<file path="config.mk">
export PLATFORM = sky130hd
export DESIGN_NAME = fifo_rd_ctrl
export DESIGN_NICKNAME = d
export VERILOG_FILES = /design/src/rtl/fifo_rd_ctrl.sv
export SDC_FILE = /design/constraint.sdc
export NUM_CORES = 1
export LEC_CHECK = 0
export BUFFER_PORTS_ARGS = -buffer_cell sky130_fd_sc_hd__buf_2
export CAP_MARGIN = 40
export CORE_ASPECT_RATIO = 1.25
export CORE_MARGIN = 2
export CORE_UTILIZATION = 44
export CTS_CLUSTER_SIZE = 14
export DETAILED_ROUTE_END_ITERATION = 8
export GPL_TIMING_DRIVEN = 0
export HOLD_SLACK_MARGIN = 0.08
export PLACE_DENSITY = 0.78
export SYNTH_ARGS = -nofsm -noshare
export SYNTH_HDL_FRONTEND = slang
export SYNTH_SLANG_ARGS = --single-unit
</file>
<file path="constraint.sdc">
create_clock -name rclk_i -period 2.75 [get_ports rclk_i]
set_input_delay 0.4125 -clock rclk_i [delete_from_list [all_inputs] [get_ports rclk_i]]
set_output_delay 0.4125 -clock rclk_i [all_outputs]
set_load 0.01 [all_outputs]
</file>
<file path="src/rtl/fifo_rd_ctrl.sv">
// ============================================================================
// fifo_rd_ctrl
// ----------------------------------------------------------------------------
// Read-side controller of the asynchronous FIFO. It keeps the read pointer in
// binary and Gray form and compares it with the write pointer, which has
// already been synchronized into the read clock domain. It fetches words from
// a dual-port RAM with one cycle of read latency and presents them to the
// consumer through a registered valid/ready stage (first-word fall-through).
//
// This file also holds gray2bin. The controller uses it to convert the
// synchronized write pointer to binary for the fill-level output.
//
// Parameters
//   ADDR_WIDTH        RAM address width; pointers are ADDR_WIDTH+1 bits wide
//   DATA_WIDTH        data word width
//
// Ports
//   rclk_i            read-domain clock, the only clock of the block
//   rrst_n_i          synchronous active-low reset
//   wptr_gray_sync_i  write pointer (Gray), already synchronized into rclk_i
//   ren_o             RAM read enable (combinational)
//   raddr_o           RAM read address
//   rdata_i           RAM read data, valid the cycle after ren_o
//   rptr_gray_o       registered Gray read pointer for the write domain
//   rvalid_o          output word valid
//   rready_i          consumer accepts the word
//   rdata_o           registered output word
//   rempty_o          no word available to the consumer (= !rvalid_o)
//   rlevel_o          registered count of RAM entries not yet fetched
// ============================================================================

// ----------------------------------------------------------------------------
// gray2bin
//   i_gray  Gray-coded input of WIDTH bits
//   o_bin   binary equivalent
// ----------------------------------------------------------------------------
module gray2bin #(
    parameter int WIDTH = 5
) (
    input  logic [WIDTH-1:0] i_gray,
    output logic [WIDTH-1:0] o_bin
);

    // Binary bit i is the XOR of all Gray bits from i up to the MSB.
    always_comb begin
        o_bin = '0;
        for (int i = 0; i < WIDTH; i++) begin
            o_bin[i] = ^(i_gray >> i);
        end
    end

endmodule

// ----------------------------------------------------------------------------
// fifo_rd_ctrl
// ----------------------------------------------------------------------------
module fifo_rd_ctrl #(
    parameter int ADDR_WIDTH = 4,
    parameter int DATA_WIDTH = 8
) (
    input  logic                  rclk_i,
    input  logic                  rrst_n_i,
    input  logic [ADDR_WIDTH:0]   wptr_gray_sync_i,
    output logic                  ren_o,
    output logic [ADDR_WIDTH-1:0] raddr_o,
    input  logic [DATA_WIDTH-1:0] rdata_i,
    output logic [ADDR_WIDTH:0]   rptr_gray_o,
    output logic                  rvalid_o,
    input  logic                  rready_i,
    output logic [DATA_WIDTH-1:0] rdata_o,
    output logic                  rempty_o,
    output logic [ADDR_WIDTH:0]   rlevel_o
);

    localparam int PW = ADDR_WIDTH + 1;

    typedef enum logic [1:0] {
        ST_IDLE  = 2'd0,
        ST_WAIT  = 2'd1,
        ST_VALID = 2'd2
    } state_t;

    state_t                r_state;
    state_t                w_stateNext;
    logic [PW-1:0]         r_rbin;
    logic [PW-1:0]         r_rptrGray;
    logic [DATA_WIDTH-1:0] r_rdata;
    logic [PW-1:0]         r_rlevel;

    logic                  w_memEmpty;
    logic                  w_renRaw;
    logic                  w_ren;
    logic [PW-1:0]         w_rbinNext;
    logic [PW-1:0]         w_rgrayNext;
    logic [PW-1:0]         w_wbin;

    // Binary write pointer, used only for the fill level. The empty test
    // compares Gray codes directly so it never depends on this conversion.
    gray2bin #(
        .WIDTH (PW)
    ) u_gray2bin (
        .i_gray (wptr_gray_sync_i),
        .o_bin  (w_wbin)
    );

    // Equal Gray pointers, MSB included, mean every written word has been
    // fetched. The MSB separates the full case from the empty case.
    assign w_memEmpty = (r_rptrGray == wptr_gray_sync_i);

    // Next-state and read-enable logic. A read is issued from IDLE, or from
    // VALID when the held word is popped in the same cycle. This gives one
    // word every two cycles and keeps at most one word in flight.
    always_comb begin
        w_stateNext = r_state;
        w_renRaw    = 1'b0;
        case (r_state)
            ST_IDLE: begin
                if (!w_memEmpty) begin
                    w_renRaw    = 1'b1;
                    w_stateNext = ST_WAIT;
                end
            end
            ST_WAIT: begin
                w_stateNext = ST_VALID;
            end
            ST_VALID: begin
                if (rready_i) begin
                    if (!w_memEmpty) begin
                        w_renRaw    = 1'b1;
                        w_stateNext = ST_WAIT;
                    end else begin
                        w_stateNext = ST_IDLE;
                    end
                end
            end
            default: begin
                w_stateNext = ST_IDLE;
            end
        endcase
    end

    // The read is suppressed while reset is asserted. The RAM is therefore
    // never read during reset, and the pointer below never advances then.
    assign w_ren = w_renRaw & rrst_n_i;

    // Post-increment pointer and its Gray code. This Gray value is registered
    // directly, so the pointer sent across domains changes one bit per step.
    always_comb begin
        w_rbinNext  = r_rbin;
        if (w_ren) begin
            w_rbinNext = r_rbin + {{ADDR_WIDTH{1'b0}}, 1'b1};
        end
        w_rgrayNext = w_rbinNext ^ (w_rbinNext >> 1);
    end

    // State, pointers, output data and level. The level does not count the
    // word already fetched for this cycle's read, nor the word held at the
    // output. The subtraction wraps correctly at the pointer width.
    always_ff @(posedge rclk_i) begin
        if (!rrst_n_i) begin
            r_state    <= ST_IDLE;
            r_rbin     <= '0;
            r_rptrGray <= '0;
            r_rdata    <= '0;
            r_rlevel   <= '0;
        end else begin
            r_state    <= w_stateNext;
            r_rbin     <= w_rbinNext;
            r_rptrGray <= w_rgrayNext;
            r_rlevel   <= w_wbin - w_rbinNext;
            if (r_state == ST_WAIT) begin
                r_rdata <= rdata_i;
            end
        end
    end

    assign ren_o       = w_ren;
    assign raddr_o     = r_rbin[ADDR_WIDTH-1:0];
    assign rptr_gray_o = r_rptrGray;
    assign rvalid_o    = (r_state == ST_VALID);
    assign rempty_o    = (r_state != ST_VALID);
    assign rdata_o     = r_rdata;
    assign rlevel_o    = r_rlevel;

endmodule

</file>
==> summary.md <==
| Metric | Value |
|---|---|
| Category of the critical setup timing path | `register to register` |
| Overflow left after global routing | `0` |
| Final setup violation count | `0` |
| Initial DRC count | `9` |
| Flop and latch count out of synthesis | `24` |
| Kind of start point of the critical path | `register` |
| Net count after synthesis | `143` |
| Clk_lat worst skew | `310 ps` |
| Area of the die | `3150 um^2` |
| Fin nets | `194` |
| Vertical die dimension | `62.3 um` |
| Critical Path Start | `r_rbin[4]` |
| Post-route cell area | `1610 um^2` |
| Critical Path End | `rlevel_o[4]` |
| TritonCTS clock tree | `done` |
| Slew at the pin closest to its max-slew limit | `384 ps` |
| Met3 layer usage reported by global route | `2.64%` |
| Final core utilization | `61.2%` |
| GRT Overall Usage | `15.8%` |
| DRC errors left | `0` |
| First-pass iteration count of the detailed router | `4` |
| VDD IR-drop max | `265 uV` |
| LEAKAGE | `0.737 nW` |
| Largest net degree at the start of global routing | `14` |
| Total of hold buffers inserted after clock tree synthesis | `0` |
| Register area share after synthesis | `40.2%` |
| Layout cell share with drive strength beyond 1 | `43.9%` |
| Number of H-tree branching levels | `1` |
| Hold Fails Final Rpt | `0` |
| Global-route track usage on met1 | `18.6%` |
| Horizontal die dimension | `50.6 um` |
| Layout Area Growth over Synthesis | `34.7%` |
| Via-per-instance ratio | `4.82` |
| F_max | `390 MHz` |
| Slew Limit Headroom | `73.7%` |
| Global placement routability congestion | `0.756` |
| Crit. End Element | `register` |
| Antenna violation net count after detailed routing | `0` |
| Rows | `21` |
| Critical R2R Capture | `rlevel_o[4]` |
| Top Ports | `41` |
| Startpoint of the most critical register-to-register path | `r_rbin[4]` |
| Post-synthesis cell area | `1190 um^2` |
| Yosys cell types | `26` |
| Setup repair after global routing missed its margin | `no` |
| Clock Tree Root | `sky130_fd_sc_hd__clkbuf_4` |
| Input/output buffers | `40` |
| Number of max-slew violations in the final report | `0` |
| Starting density of the core | `45.5%` |
| Hold_ws | `333 ps` |
| Global-route wire length before repair | `3.91 mm` |
| Biggest fanout along the worst timing path | `5` |
| Number of antenna violations at the first check in global routing | `0` |
| Depth of the most critical reg-to-reg path | `13` |
| Worst setup margin | `186 ps` |
| Routed len/inst | `11.8 um` |
| Synthesized area divided by synthesized cell count | `9.88 um^2` |
| Setup slack of the most critical reg-to-reg path | `190 ps` |
| Arrival time of the worst setup path | `2790 ps` |
| Worst Skew | `3.91 ps` |
| Synthesized netlist cell count | `121` |
| Met2 capacity usage during global routing | `28.0%` |
| Ratio of final minimum period to clock period | `93.2%` |
| Most frequent cells in the layout | `sky130_fd_sc_hd__buf_2, sky130_fd_sc_hd__dfxtp_1, sky130_fd_sc_hd__nand2_1, sky130_fd_sc_hd__and2_1` |
| Maximum count of clock buffers along a single path | `2` |
| Max_cap viols | `0` |
| Vias after detailed routing | `988` |
| Busiest grt layer | `met2` |
| Run status | `finished, final reports clean` |
| Number of clock sinks | `24` |
| Minimum period implied by the final worst setup slack | `2560 ps` |
| Vias in the first global route | `957` |
| Placed cell areas | `1440 um^2` |
| Inserted Diodes | `0` |
| Areal power density over the cells | `535 nW/um^2` |
| Worst-case setup slack after placement | `-347 ps` |
| Cell count after placement | `195` |
| Routed wire length | `2.42 mm` |
| Num CTS Buffers | `3` |
| Final HPWL DP | `1.73 mm` |
| Leading cell type in the layout, fill and taps excluded | `sky130_fd_sc_hd__buf_2` |
| Area of the placeable core | `2630 um^2` |
| Final std cells w/o fill | `205` |
| HP Class | `input pin to register` |
| Clk pin slew, worst setup/hold paths | `130 ps` |
| Data required time of the worst path | `2980 ps` |
| Warnings, synthesis | `0` |
==> cell families (layout without fill, tap and decap cells) <==
| kind of cell | after synthesis | after routing | share of synthesized area (%) |
|---|---|---|---|
| buf+inv | 8 | 58 | 3.14 |
| flops | 24 | 24 | 40.2 |
| fa+ha+maj | 6 | 6 | 6.91 |
| mux | 3 | 3 | 2.51 |
| simple gates | 40 | 40 | 18.5 |
| xor+xnor | 22 | 22 | 16.8 |
| compound gates | 18 | 18 | 11.9 |
==> timing repair <==
item / in CTS / in global routing
pin swaps: 3 / 4
endpoints found under the setup margin: 1 / 1
gates cloned: 0 / 0
setup buffers: 1 / 5
gates resized for setup: 2 / 17
==> power breakdown <==
group | switching, W | internal, W
Clock | 0.000105 | 0.0000810
Sequential | 0.0000209 | 0.000385
Combinational | 0.000133 | 0.000137
==> how the worst min path moves through the flow <==
stage                    start         end  slack [ps]  cells past startpoint
floorplan           rdata_o[0]  rdata_o[0]         490                      2
global placement    rdata_o[2]  rdata_o[2]         450                      2
detailed placement  rdata_o[6]  rdata_o[6]         460                      2
CTS                 rdata_i[6]  rdata_o[6]         330                      3
global route        rdata_i[4]  rdata_o[4]         330                      3
finish              rdata_i[6]  rdata_o[6]         330                      3
==> worst max-delay path: stages, from the launching register on <==
cell	delay, ps
sky130_fd_sc_hd__dfxtp_4	380
sky130_fd_sc_hd__xnor2_2	160
sky130_fd_sc_hd__nand3_2	110
sky130_fd_sc_hd__o21a_1	190
sky130_fd_sc_hd__buf_6	130
sky130_fd_sc_hd__xor2_2	140
sky130_fd_sc_hd__ha_1	170
sky130_fd_sc_hd__inv_1	60
sky130_fd_sc_hd__fa_2	340
sky130_fd_sc_hd__a21o_1	190
sky130_fd_sc_hd__a21oi_2	150
sky130_fd_sc_hd__xor2_1	200
sky130_fd_sc_hd__xnor2_1	80
sky130_fd_sc_hd__and2_1	150
==> final cells by class <==
type	instances	area [um^2]
Fill cell	240	1020
Multi-Input combinational cell	89	757
Timing Repair Buffer	46	245
Inverter	3	11.3
Clock buffer	4	36.3
Sequential cell	24	490
Buffer	5	26.3
Tap cell	34	42.5
==> metal layers <==
metal	up-vias	share of wire (%)	routed length [um]
li1	491	-	-
met1	454	41	995
met2	39	51	1240
met3	4	6.2	150
met4	0	1.4	35
met5	-	0	0
==> through the flow <==
| stage | power [W] | TNS (ps) |
|---|---|---|
| 6_report | 0.000861 | 0 |
| 5_1_grt | 0.000923 | 0 |
| 4_1_cts | 0.000836 | 0 |
| 3_5_place_dp | 0.000649 | -347 |
| 3_3_place_gp | 0.000643 | -322 |
| 2_1_floorplan | 0.000573 | 0 |
==> cells in the mapped netlist, drive strengths merged <==
master   number  area share (%)
a21boi        8             5.0
a21o          2             1.3
a21oi         2            0.84
and2         12             6.4
and2b         3             2.0
and3b         1            0.84
buf           1            0.94
clkbuf        4             1.3
dfxtp        24              40
fa            1             1.7
ha            5             5.2
inv           3            0.94
mux2i         3             2.5
nand2        17             5.3
nand2b        2             1.0
nand3         1            0.84
nor2b         4             2.1
o2111ai       2             2.5
o211ai        1            0.63
o21a          2             1.3
o21ai         1            0.42
xnor2        10             7.3
xor2         12             9.4
==> sequential cells by signal (all words and copies together), names as in the netlist <==
| register | count |
|---|---|
| r_rbin | 5 |
| r_state | 2 |
| rdata_o | 8 |
| rlevel_o | 5 |
| rptr_gray_o | 4 |
Power figures use the tool's default switching activity.
